===== config.mk =====
export PLATFORM = sky130hd
export DESIGN_NAME = load_store_unit
export DESIGN_NICKNAME = d
export VERILOG_FILES = /design/src/rtl/lsu_pkg.sv /design/src/rtl/lsu_lane_unit.sv /design/src/rtl/load_store_unit.sv
export SDC_FILE = /design/constraint.sdc
export NUM_CORES = 1
export LEC_CHECK = 0
export CAP_MARGIN = 0
export CORE_MARGIN = 1
export CORE_UTILIZATION = 40
export DETAILED_ROUTE_END_ITERATION = 10
export PLACE_DENSITY_LB_ADDON = 0.25
export REMOVE_ABC_BUFFERS = 1
export SLEW_MARGIN = 20
export SYNTH_ARGS = -nofsm -noshare
export SYNTH_HDL_FRONTEND = slang
export SYNTH_SLANG_ARGS = --single-unit

===== constraint.sdc =====
create_clock -name clk -period 5 [get_ports clk]
set_clock_uncertainty 0.05 [all_clocks]
set_input_delay 1 -clock clk [delete_from_list [all_inputs] [get_ports clk]]
set_output_delay 1 -clock clk [all_outputs]
set_load 0.02 [all_outputs]

===== src/rtl/lsu_pkg.sv =====
// Shared definitions for the load/store unit: RV32I width codes, FSM states
// and byte-lane helpers.
package lsu_pkg;

  localparam logic [2:0] F3_B  = 3'b000;
  localparam logic [2:0] F3_H  = 3'b001;
  localparam logic [2:0] F3_W  = 3'b010;
  localparam logic [2:0] F3_BU = 3'b100;
  localparam logic [2:0] F3_HU = 3'b101;

  localparam int unsigned LANE_W = 8;
  localparam int unsigned HALF_W = 16;

  typedef enum logic [1:0] {
    StIdle,
    StMerge,
    StResp
  } lsu_state_e;

  // Bit offset of little-endian byte lane within a 32-bit word.
  function automatic logic [4:0] lane_lsb(input logic [1:0] lane);
    return {lane, 3'b000};
  endfunction

  // Bit offset of the halfword containing the given lane.
  function automatic logic [4:0] half_lsb(input logic [1:0] lane);
    return {lane[1], 4'b0000};
  endfunction

endpackage


===== src/rtl/lsu_lane_unit.sv =====
// Combinational byte/halfword lane logic: load extraction with extension,
// sub-word store merge, and width/alignment fault detection.
module lsu_lane_unit
  import lsu_pkg::*;
(
  input  logic [31:0] word_i,
  input  logic [1:0]  lane_i,
  input  logic [2:0]  funct3_i,
  input  logic        write_i,
  input  logic [15:0] wdata_i,
  output logic [31:0] load_o,
  output logic [31:0] merge_o,
  output logic        fault_o
);

  logic [4:0]  byte_off;
  logic [4:0]  half_off;
  logic [7:0]  byte_sel;
  logic [15:0] half_sel;

  assign byte_off = lane_lsb(lane_i);
  assign half_off = half_lsb(lane_i);
  assign byte_sel = word_i[byte_off +: LANE_W];
  assign half_sel = word_i[half_off +: HALF_W];

  always_comb begin
    load_o = word_i;
    case (funct3_i)
      F3_B:    load_o = {{24{byte_sel[7]}}, byte_sel};
      F3_BU:   load_o = {24'b0, byte_sel};
      F3_H:    load_o = {{16{half_sel[15]}}, half_sel};
      F3_HU:   load_o = {16'b0, half_sel};
      default: load_o = word_i;
    endcase
  end

  always_comb begin
    merge_o = word_i;
    if (funct3_i == F3_B) begin
      merge_o[byte_off +: LANE_W] = wdata_i[7:0];
    end else if (funct3_i == F3_H) begin
      merge_o[half_off +: HALF_W] = wdata_i;
    end
  end

  // Unsigned widths are load-only; reserved codes always fault.
  always_comb begin
    fault_o = 1'b1;
    case (funct3_i)
      F3_B:    fault_o = 1'b0;
      F3_BU:   fault_o = write_i;
      F3_H:    fault_o = lane_i[0];
      F3_HU:   fault_o = lane_i[0] | write_i;
      F3_W:    fault_o = |lane_i;
      default: fault_o = 1'b1;
    endcase
  end

endmodule


===== src/rtl/load_store_unit.sv =====
// Load/store unit between the MEM stage and a word-addressed data memory;
// adds sub-word access via extension and read-modify-write merge.
module load_store_unit
  import lsu_pkg::*;
#(
  parameter int unsigned MEM_WORDS = 16000
) (
  input  logic        clk,
  input  logic        rst,
  input  logic        req_valid_i,
  input  logic        req_write_i,
  input  logic [2:0]  funct3_i,
  input  logic [31:0] addr_i,
  input  logic [31:0] wdata_i,
  output logic        ready_o,
  output logic        resp_valid_o,
  output logic [31:0] rdata_o,
  output logic        err_o,
  output logic [31:0] mem_addr_o,
  output logic [31:0] mem_wdata_o,
  output logic        mem_we_o,
  input  logic [31:0] mem_rdata_i
);

  lsu_state_e  state_q;
  logic [31:0] rdata_q;
  logic        resp_valid_q;
  logic        err_q;
  logic [31:0] word_q;
  logic [31:0] addr_q;
  logic [31:0] wdata_q;
  logic [2:0]  funct3_q;

  logic [31:0] lu_word;
  logic [1:0]  lu_lane;
  logic [2:0]  lu_funct3;
  logic        lu_write;
  logic [15:0] lu_wdata;
  logic [31:0] lu_load;
  logic [31:0] lu_merge;
  logic        lu_fault;
  logic        out_of_range;
  logic        fault;

  // Lane unit sees the live request in IDLE and the captured one in MERGE.
  always_comb begin
    if (state_q == StMerge) begin
      lu_word   = word_q;
      lu_lane   = addr_q[1:0];
      lu_funct3 = funct3_q;
      lu_write  = 1'b1;
      lu_wdata  = wdata_q[15:0];
    end else begin
      lu_word   = mem_rdata_i;
      lu_lane   = addr_i[1:0];
      lu_funct3 = funct3_i;
      lu_write  = req_write_i;
      lu_wdata  = wdata_i[15:0];
    end
  end

  lsu_lane_unit u_lane (
    .word_i   (lu_word),
    .lane_i   (lu_lane),
    .funct3_i (lu_funct3),
    .write_i  (lu_write),
    .wdata_i  (lu_wdata),
    .load_o   (lu_load),
    .merge_o  (lu_merge),
    .fault_o  (lu_fault)
  );

  assign out_of_range = {2'b00, addr_i[31:2]} >= MEM_WORDS;
  assign fault        = lu_fault | out_of_range;

  always_ff @(posedge clk or posedge rst) begin
    if (rst) begin
      state_q      <= StIdle;
      rdata_q      <= '0;
      resp_valid_q <= 1'b0;
      err_q        <= 1'b0;
      word_q       <= '0;
      addr_q       <= '0;
      wdata_q      <= '0;
      funct3_q     <= '0;
    end else begin
      case (state_q)
        StIdle: begin
          if (req_valid_i) begin
            err_q    <= fault;
            addr_q   <= addr_i;
            wdata_q  <= wdata_i;
            funct3_q <= funct3_i;
            if (!fault && req_write_i && funct3_i != F3_W) begin
              // Registered so the read path never chains into the write data.
              word_q  <= mem_rdata_i;
              state_q <= StMerge;
            end else begin
              if (!fault && !req_write_i) begin
                rdata_q <= lu_load;
              end
              resp_valid_q <= 1'b1;
              state_q      <= StResp;
            end
          end
        end
        StMerge: begin
          resp_valid_q <= 1'b1;
          state_q      <= StResp;
        end
        default: begin
          resp_valid_q <= 1'b0;
          state_q      <= StIdle;
        end
      endcase
    end
  end

  always_comb begin
    mem_addr_o  = addr_q;
    mem_wdata_o = wdata_q;
    mem_we_o    = 1'b0;
    case (state_q)
      StIdle: begin
        mem_addr_o  = addr_i;
        mem_wdata_o = wdata_i;
        mem_we_o    = req_valid_i & req_write_i & (funct3_i == F3_W) & ~fault;
      end
      StMerge: begin
        mem_wdata_o = lu_merge;
        mem_we_o    = 1'b1;
      end
      default: ;
    endcase
    // Abort any write the instant reset rises.
    if (rst) begin
      mem_we_o = 1'b0;
    end
  end

  assign ready_o      = (state_q == StIdle);
  assign resp_valid_o = resp_valid_q;
  assign rdata_o      = rdata_q;
  assign err_o        = err_q;

endmodule


==> results.py, run 1 <==
metrics = {
    "detailed_routing": {
        "vias": 8496,
        "via_per_inst": 5.81,
        "routed_wirelength_um": 29800,
        "drtAntennaViolNets": 0,
        "avgRoutedWirePerCell_um": 20.4,
        "drc": 0,
        "drtIter0Drc": 857,
        "dr.pass1.iters": 7,
    },
    "timing": {
        "rsz0062_at_grt": "no",
        "tightest_slew_ns": 0.930,
        "maxSlewViolCount": 0,
        "hold_ws_ns": 0.421,
        "slew_headroom": 0.362,
        "finalCritPeriodShare": 0.974,
        "period_needed_ns": 4.87,
        "fmax_mhz": 205,
        "finalSetupViolations": 0,
        "finalHoldViolCount": 0,
    },
    "cts": {
        "cts_sinks": 135,
        "insertion_delay_ns": 0.43,
        "cts_buffers": 17,
        "clk_pin_slew_ns": 0.06,
        "cts_buffer_depth": 2,
        "cts-root-buf": "clkbuf_16",
        "tritoncts": "done",
        "htreeDepth": 4,
    },
    "power": {
        "internal_power_mw": 2.30,
        "p_sw_mw": 0.946,
        "powerDensity_mw_per_mm2": 278,
        "peakVddDrop_mv": 0.249,
        "total_power_mw": 3.24,
        "clkPwrFrac": 0.407,
        "p_leak_nw": 5.18,
        "comb_power_share": 0.213,
        "seqPwrFrac": 0.380,
        "sw_frac_of_total": 0.292,
    },
    "floorplanning": {
        "io-pin-count": 203,
        "num_rows": 53,
        "die_h_um": 149,
        "start_util": 0.411,
        "die_area_sq_mm": 0.0223,
        "core_sq_mm": 0.0212,
        "die_x_um": 149,
    },
    "synthesis": {
        "synth_fa_ha_area_frac": 0.00719,
        "netlist.area_leader.share": 0.388,
        "yosysTopAreaCell": "dfrtp_1",
        "netlist_top_cells_area": "dfrtp_1 (39%), mux2_2 (10%), nand2_1 (10%)",
        "yosys.area_share.simple": 0.215,
        "synth_most_common_cell": "nand2_1",
        "yosys_most_used_dff": "dfrtp_1",
        "synth_mux_area_frac": 0.169,
        "synth_compound_area_frac": 0.172,
        "synth-warning-count": 0,
        "synth-edff-count": 0,
        "synth_top_family_by_area": "simple AND/OR/NAND/NOR gates",
        "ys_seq_area_frac": 0.388,
        "syn_area_per_cell_sq_um": 8.80,
        "yosysUniqueCellTypes": 67,
        "synth_xor_xnor_area_share": 0,
        "synth_area_sq_mm": 0.00870,
        "synth.ff_latch_count": 135,
        "synth_top_cells_by_count": "nand2_1 (239), dfrtp_1 (135), mux2_2 (81), mux2i_1 (51), a21oi_1 (49)",
        "syn_inst": 988,
        "synthArstFlopShare": 1.00,
    },
    "global_routing": {
        "grt_antenna_before_repair": 0,
        "grt_remaining_overflow": 0,
        "grt_pass1_wl_um": 46000,
        "grt_start_max_net_pins": 88,
        "grt_pass1_vias": 8146,
        "grt_util_all_layers": 0.271,
    },
    "run": {
        "cap_viol_max_count": 0,
    },
    "layout": {
        "syn_to_final_growth_pct": 34.1,
        "nNetsFinal": 1282,
        "drive_gt1_frac": 0.155,
        "num-fill-cells": 1941,
        "seq_area_sq_mm": 0.00338,
        "final_area_sq_mm": 0.0117,
        "multi_input_area_sq_mm": 0.00492,
        "diodes": 0,
    },
    "placed_design": {
        "numPortBuffers": 202,
        "gp_congestion": 0.875,
        "dpl.hpwl_um": 20900,
        "place_area_sq_mm": 0.0110,
    },
    "worst_hold_path": {
        "worstHoldPathType": "flip-flop to flip-flop",
    },
    "critical_path": {
        "required_ns": 3.95,
        "critPathLaunchType": "flip-flop",
        "critPathKind": "flip-flop to output port",
        "worstSetupEndpointType": "output port",
        "worstPathMaxFanout": 58,
        "arrival_ns": 3.82,
    },
    "status": {
        "outcome": "completed",
    },
}
## state kept, by name, summed over array words and instances (netlist names)
register      count
state_q           2
resp_valid_o      1
err_o             1
funct3_q          3
rdata_o          32
word_q           32
addr_q           32
wdata_q          32
## cell usage in the layout, fill, tap and decap left out, types with 3 or more instances in the layout
master	netlist	routed
or2_2	9	9
nand3_1	33	33
clkinv_2	0	3
clkinv_4	0	3
clkbuf_16	0	17
inv_1	16	15
nand2_1	239	238
and2_0	6	6
a221o_1	6	6
ha_1	5	5
o21ai_0	31	31
o211ai_1	9	9
mux2i_1	51	50
o31ai_1	8	8
o22ai_1	10	10
a21oi_1	49	49
or3_1	3	3
nor4_1	5	5
nor3b_1	14	14
nor2_1	20	19
mux2_1	4	4
a221oi_1	10	10
nor3_1	14	14
a31oi_1	23	23
dlymetal6s2s_1	0	5
a222oi_1	3	3
o2bb2ai_1	8	8
and2_1	4	3
a22oi_1	14	14
clkdlybuf4s50_1	0	197
nor2b_1	17	16
o221ai_1	9	9
and3_1	10	10
mux2_2	81	81
nand3b_1	5	5
buf_4	6	41
bufinv_16	0	3
dfrtp_1	135	135
a211oi_1	24	23
nor4bb_1	3	3
## cell type report
class,count,share of cell area
Tap cell,275,0.0295
Multi-Input combinational cell,759,0.422
Clock inverter,11,0.0127
Clock buffer,21,0.0395
Inverter,18,0.00622
Timing Repair Buffer,243,0.201
Sequential cell,135,0.290
## what timing repair did
item | CTS | global route
endpoints found under the setup margin | 0 | 11
resized for setup | 0 | 8
endpoints found under the hold margin | 0 | 0
hold buffers | 0 | 0
buffers inserted | 0 | 0
## worst paths after layout
path / start / end / slack (ns) / cells past startpoint
setup / recovery: state_q[0] / mem_wdata_o[14] / 0.13 / 8
hold / removal: addr_q[8] / addr_q[8] / 0.42 / 2
setup reg to reg: state_q[0] / rdata_o[5] / 1.37 / 8
hold reg to reg: addr_q[8] / addr_q[8] / 0.42 / 2
max in group asynchronous: rst / resp_valid_o / 2.92 / 3
min in group asynchronous: rst / addr_q[13] / 1.11 / 2
## logic make-up (layout without fill, tap and decap cells)
| group | Yosys count | count (layout) |
|---|---|---|
| AOI/OAI and AO/OA | 220 | 220 |
| adders and majority gates | 5 | 5 |
| buffers and inverters | 94 | 293 |
| DFF | 135 | 135 |
| muxes | 136 | 136 |
| and+or+nand+nor | 398 | 398 |
## power by group through the flow
stage / combinational, mW / clock (mW) / sequential, mW
finish: 0.692 / 1.32 / 1.23
global route: 0.749 / 1.37 / 1.24
CTS: 0.693 / 1.33 / 1.23
detailed placement: 0.689 / 0 / 1.25
global placement: 0.684 / 0 / 1.24
floorplan: 0.355 / 0 / 1.24
## layer usage
metal,vias to the layer above,share of wire,track usage
met5,-,0,0
met4,0,0.017,0.0668
met3,30,0.078,0.0558
met2,364,0.47,0.440
met1,4161,0.44,0.367
li1,3941,-,-
## metrics by stage
stage	TNS, ns	setup WS, ns	utilization	cells
after CTS	0	0.102	0.550	1462
after detailed placement	0	0.127	0.521	1430
final	0	0.129	0.551	1462
after global placement	0	0.138	0.521	1430
after global routing	0	0.0196	0.551	1462
after floorplan	-90.44	-1.42	-	912
## worst max-delay path, cell delays in order (launching register included)
cell and delay, ns:
dfrtp_1 0.52, buf_4 0.29, nand2b_4 0.10, buf_4 0.56, a31oi_1 0.19, or2_2 0.44
and3_1 0.19, o31ai_1 0.40, clkdlybuf4s50_1 0.68
(Power assumes the default switching activity.)
==> run 2, diff against run 1 <==
clock period = 6.2 ns   (was 5 ns; I/O delays follow)
==> results.py, run 2 (synthesized netlist as in run 1, its figures left out) <==
metrics = {
    "layout": {
        "utilization": 0.544,
        "drive_gt1_frac": 0.141,
        "syn_to_final_growth_pct": 32.3,
        "num-fill-cells": 1956,
        "nNetsFinal": 1264,
        "final_cell_mix": "nand2_1 (238), clkdlybuf4s50_1 (202), dfrtp_1 (135)",
        "final_common_cell": "nand2_1",
        "final_area_sq_mm": 0.0115,
        "layout.cells.non_filler": 1444,
        "diodes": 0,
    },
    "critical_path": {
        "critPathKind": "flip-flop to output port",
        "worstPathMaxFanout": 16,
        "crit_slowest_cell": "dfrtp_1",
        "worstSetupEndpointType": "output port",
        "critPathMaxStageDelay_ns": 0.78,
        "worstPathCellList": "nor2b_2, mux2i_1, ha_1, clkinv_1, nor3b_2, a221oi_1, o31ai_1, clkdlybuf4s50_1",
        "required_ns": 4.91,
        "arrival_ns": 4.67,
        "critPathLaunchType": "flip-flop",
    },
    "floorplanning": {
        "num_rows": 53,
        "start_util": 0.411,
        "io-pin-count": 203,
        "die_h_um": 149,
        "die_area_sq_mm": 0.0223,
        "die_x_um": 149,
        "core_sq_mm": 0.0212,
    },
    "timing": {
        "maxSlewViolCount": 0,
        "hold_ws_ns": 0.425,
        "fmax_mhz": 168,
        "slew_headroom": 0.381,
        "finalHoldViolCount": 0,
        "period_needed_ns": 5.96,
        "finalSetupTns_ns": 0,
        "finalCritPeriodShare": 0.961,
        "finalSetupViolations": 0,
        "rsz0062_at_grt": "no",
        "layout_setup_ws_ns": 0.242,
        "tightest_slew_ns": 0.902,
    },
    "cts": {
        "cts_buffers": 17,
        "cts-root-buf": "clkbuf_16",
        "tritoncts": "done",
        "postCtsHoldBufs": 0,
        "cts_resized": 0,
        "insertion_delay_ns": 0.44,
        "post_cts_buffers": 0,
        "cts_sinks": 135,
        "clk_pin_slew_ns": 0.07,
        "cts_buffer_depth": 2,
        "htreeDepth": 4,
    },
    "worst_hold_path": {
        "worstHoldPathType": "flip-flop to flip-flop",
    },
    "placed_design": {
        "numPortBuffers": 202,
        "pre_cts_slack_ns": 0.475,
        "dpl.hpwl_um": 20600,
        "gp_congestion": 0.914,
        "place_inst": 1412,
        "place_area_sq_mm": 0.0109,
    },
    "power": {
        "internal_power_mw": 1.80,
        "p_sw_mw": 0.817,
        "powerDensity_mw_per_mm2": 228,
        "seqPwrFrac": 0.377,
        "comb_power_share": 0.213,
        "peakVddDrop_mv": 0.174,
        "sw_frac_of_total": 0.312,
        "p_leak_nw": 5.03,
        "total_power_mw": 2.62,
        "clkPwrFrac": 0.410,
    },
    "detailed_routing": {
        "avgRoutedWirePerCell_um": 20.6,
        "dr.pass1.iters": 6,
        "vias": 8360,
        "drtAntennaViolNets": 0,
        "via_per_inst": 5.79,
        "drtIter0Drc": 967,
        "drc": 0,
        "routed_wirelength_um": 29700,
    },
    "global_routing": {
        "grt_start_max_net_pins": 95,
        "grt_pass1_wl_um": 45900,
        "grt_pass1_vias": 7964,
        "grt_util_all_layers": 0.272,
        "grt_remaining_overflow": 0,
        "grt_antenna_before_repair": 0,
    },
    "status": {
        "outcome": "completed",
    },
    "run": {
        "cap_viol_max_count": 0,
    },
}
run 2: cell count changes in the layout (fill, tap and decap cells not counted), sizes merged:
cell / previous run / this run
dlymetal6s2s: 5 / 0
bufinv: 3 / 2
buf: 41 / 23
inv: 18 / 27
clkbuf: 21 / 17
clkdlybuf4s50: 197 / 202
clkinv: 7 / 3
run 2: worst max-delay path, delay by kind of cell (launching register included):
family / cells / cell delay (ns)
compound gates: 2 / 0.56
fa+ha+maj: 1 / 0.25
mux: 1 / 0.53
flops: 1 / 0.78
buf+inv: 2 / 0.93
simple gates: 2 / 1.17
run 2: routing by layer:
metal | vias to the layer above | track usage | part of all wire
met2 | 383 | 0.407 | 0.45
met1 | 4019 | 0.379 | 0.43
met5 | - | 0 | 0
met3 | 64 | 0.0601 | 0.086
met4 | 0 | 0.111 | 0.032
li1 | 3894 | - | -
run 2: final cells by class:
type	count	area, sq um	area share
Multi-Input combinational cell	759	4910	0.427
Sequential cell	135	3380	0.294
Timing Repair Buffer	225	2190	0.191
Clock buffer	17	425	0.0370
Tap cell	275	344	0.0299
Clock inverter	15	179	0.0156
Inverter	18	72.6	0.00631
run 2: worst paths after layout:
check	cells past startpoint	slack, ns	from	endpoint
worst max-delay path	8	0.24	state_q[0]	mem_wdata_o[14]
worst min-delay path	2	0.43	addr_q[30]	addr_q[30]
worst max register to register	8	1.63	state_q[0]	word_q[3]
worst min register to register	2	0.43	addr_q[30]	addr_q[30]
max in group asynchronous	3	3.63	rst	wdata_q[4]
min in group asynchronous	2	1.36	rst	state_q[0]
run 2: power groups by stage:
stage / Clock (mW) / Sequential, mW / Combinational (mW)
5_1_grt: 1.13 / 0.995 / 0.602
3_3_place_gp: 0 / 1.00 / 0.550
6_report: 1.07 / 0.988 / 0.558
3_5_place_dp: 0 / 1.00 / 0.556
2_1_floorplan: 0 / 0.996 / 0.286
4_1_cts: 1.08 / 0.986 / 0.558
==> run 3, diff against run 2 <==
CELL_PAD_IN_SITES_DETAIL_PLACEMENT = 1   (was default)
CELL_PAD_IN_SITES_GLOBAL_PLACEMENT = 2   (was default)
CORE_UTILIZATION = 33   (was 40)
SETUP_SLACK_MARGIN = 0.05   (was default)
clock period = 7.2 ns   (was 6.2 ns; I/O delays follow)
==> results.py, run 3 (synthesized netlist as in run 1, its figures left out) <==
metrics = {
    "placed_design": {
        "numPortBuffers": 202,
        "dpl.hpwl_um": 23100,
        "gp_congestion": 0.815,
        "place_inst": 1469,
        "pre_cts_slack_ns": 0.919,
    },
    "timing": {
        "layout_setup_ws_ns": 0.802,
        "slew_headroom": 0.288,
        "period_needed_ns": 6.40,
        "fmax_mhz": 156,
        "finalHoldViolCount": 0,
        "tightest_slew_ns": 1.07,
        "maxSlewViolCount": 0,
        "finalSetupViolations": 0,
        "rsz0062_at_grt": "no",
        "finalCritPeriodShare": 0.889,
        "finalSetupTns_ns": 0,
    },
    "cts": {
        "insertion_delay_ns": 0.44,
        "cts_sinks": 135,
        "cts-root-buf": "clkbuf_16",
        "post_cts_buffers": 0,
        "postCtsHoldBufs": 0,
        "cts_buffer_depth": 2,
        "cts_buffers": 17,
        "tritoncts": "done",
        "clk_pin_slew_ns": 0.06,
        "htreeDepth": 4,
        "cts_resized": 0,
    },
    "detailed_routing": {
        "drtAntennaViolNets": 0,
        "vias": 8373,
        "via_per_inst": 5.58,
        "drc": 0,
        "dr.pass1.iters": 8,
        "routed_wirelength_um": 33400,
        "drtIter0Drc": 530,
        "avgRoutedWirePerCell_um": 22.2,
    },
    "critical_path": {
        "r2r_end": "word_q[2]",
        "ff2ff_path_depth": 9,
        "arrival_ns": 4.91,
        "reg2reg_setup_slack_ns": 3.09,
        "critical_path.endpoint": "mem_wdata_o[14]",
        "reg2reg_from": "state_q[0]",
        "worstSetupEndpointType": "output port",
        "critPathKind": "input port to output port",
        "required_ns": 5.71,
        "critPathLaunchType": "input port",
        "worstPathMaxFanout": 17,
        "startpoint": "addr_i[0]",
    },
    "floorplanning": {
        "core_sq_mm": 0.0260,
        "die_x_um": 164,
        "die_area_sq_mm": 0.0270,
        "io-pin-count": 203,
        "die_h_um": 164,
        "num_rows": 59,
        "start_util": 0.335,
    },
    "layout": {
        "layout.cells.non_filler": 1501,
        "num-fill-cells": 3032,
        "drive_gt1_frac": 0.141,
        "diodes": 0,
        "final_common_cell": "nand2_1",
        "nNetsFinal": 1261,
        "syn_to_final_growth_pct": 32.9,
        "final_cell_mix": "nand2_1 (238), clkdlybuf4s50_1 (202), dfrtp_1 (134)",
    },
    "worst_hold_path": {
        "holdPathStages": 2,
        "worstHoldPathType": "flip-flop to flip-flop",
    },
    "power": {
        "p_leak_nw": 5.01,
        "powerDensity_mw_per_mm2": 196,
        "peakVddDrop_mv": 0.134,
    },
    "global_routing": {
        "grt_start_max_net_pins": 88,
        "grt_pass1_vias": 8652,
        "grt_remaining_overflow": 0,
        "grt_antenna_before_repair": 1,
        "grt_util_all_layers": 0.255,
        "grt_pass1_wl_um": 52000,
    },
    "status": {
        "outcome": "completed",
    },
    "run": {
        "cap_viol_max_count": 0,
    },
}
-- run 3: cell count changes in the layout (fill, tap and decap cells not counted), sizes merged --
cell	before	now
bufinv	2	1
buf	23	20
inv	27	24
clkinv	3	7
-- run 3: how the worst min path moves through the flow --
| stage | start | end | slack (ns) |
|---|---|---|---|
| 5_1_grt | addr_q[2] | addr_q[2] | 0.44 |
| 3_5_place_dp | addr_q[2] | addr_q[2] | 0.41 |
| 4_1_cts | addr_q[11] | addr_q[11] | 0.43 |
| 2_1_floorplan | addr_q[10] | addr_q[10] | 0.39 |
| 6_report | addr_q[29] | addr_q[29] | 0.42 |
| 3_3_place_gp | addr_q[31] | addr_q[31] | 0.41 |
-- run 3: per-stage QoR --
step	hold slack (ns)	cell area (sq um)	power (mW)	utilization
floorplan	0.390	8340	1.10	-
global placement	0.405	11000	1.35	0.421
detailed placement	0.411	11000	1.35	0.421
CTS	0.428	11600	2.29	0.445
global route	0.443	11600	2.36	0.445
finish	0.423	11600	2.27	0.445
-- run 3: power breakdown --
part | internal (mW) | switching, mW
Combinational | 0.217 | 0.271
Sequential | 0.809 | 0.0425
Clock | 0.499 | 0.429
-- run 3: worst max-delay path: stages --
cell and delay [ns]:
clkdlybuf4s50_1 0.57, a21boi_1 0.10, buf_4 0.21, inv_1 0.09
ha_1 0.15, clkinv_1 0.31, nor3b_2 0.75, a221oi_1 0.17
o31ai_1 0.42, clkdlybuf4s50_1 0.68
-- run 3: final cells by class --
type / instances / area, sq um / share of cell area
multi-input cells: 759 / 4910 / 0.425
repair buffers: 222 / 2170 / 0.188
clock inverters: 15 / 184 / 0.0159
clock buffers: 17 / 425 / 0.0368
inverters: 18 / 72.6 / 0.00628
well taps: 335 / 419 / 0.0363
flip-flops and latches: 135 / 3380 / 0.292
-- run 3: per-layer routing --
metal | vias to the layer above | routed length (um) | track usage | share of wire
met3 | 29 | 1620 | 0.0356 | 0.048
li1 | 3889 | - | - | -
met5 | - | 0 | 0 | 0
met1 | 4241 | 15800 | 0.357 | 0.47
met2 | 214 | 15600 | 0.410 | 0.47
met4 | 0 | 405 | 0.0627 | 0.012
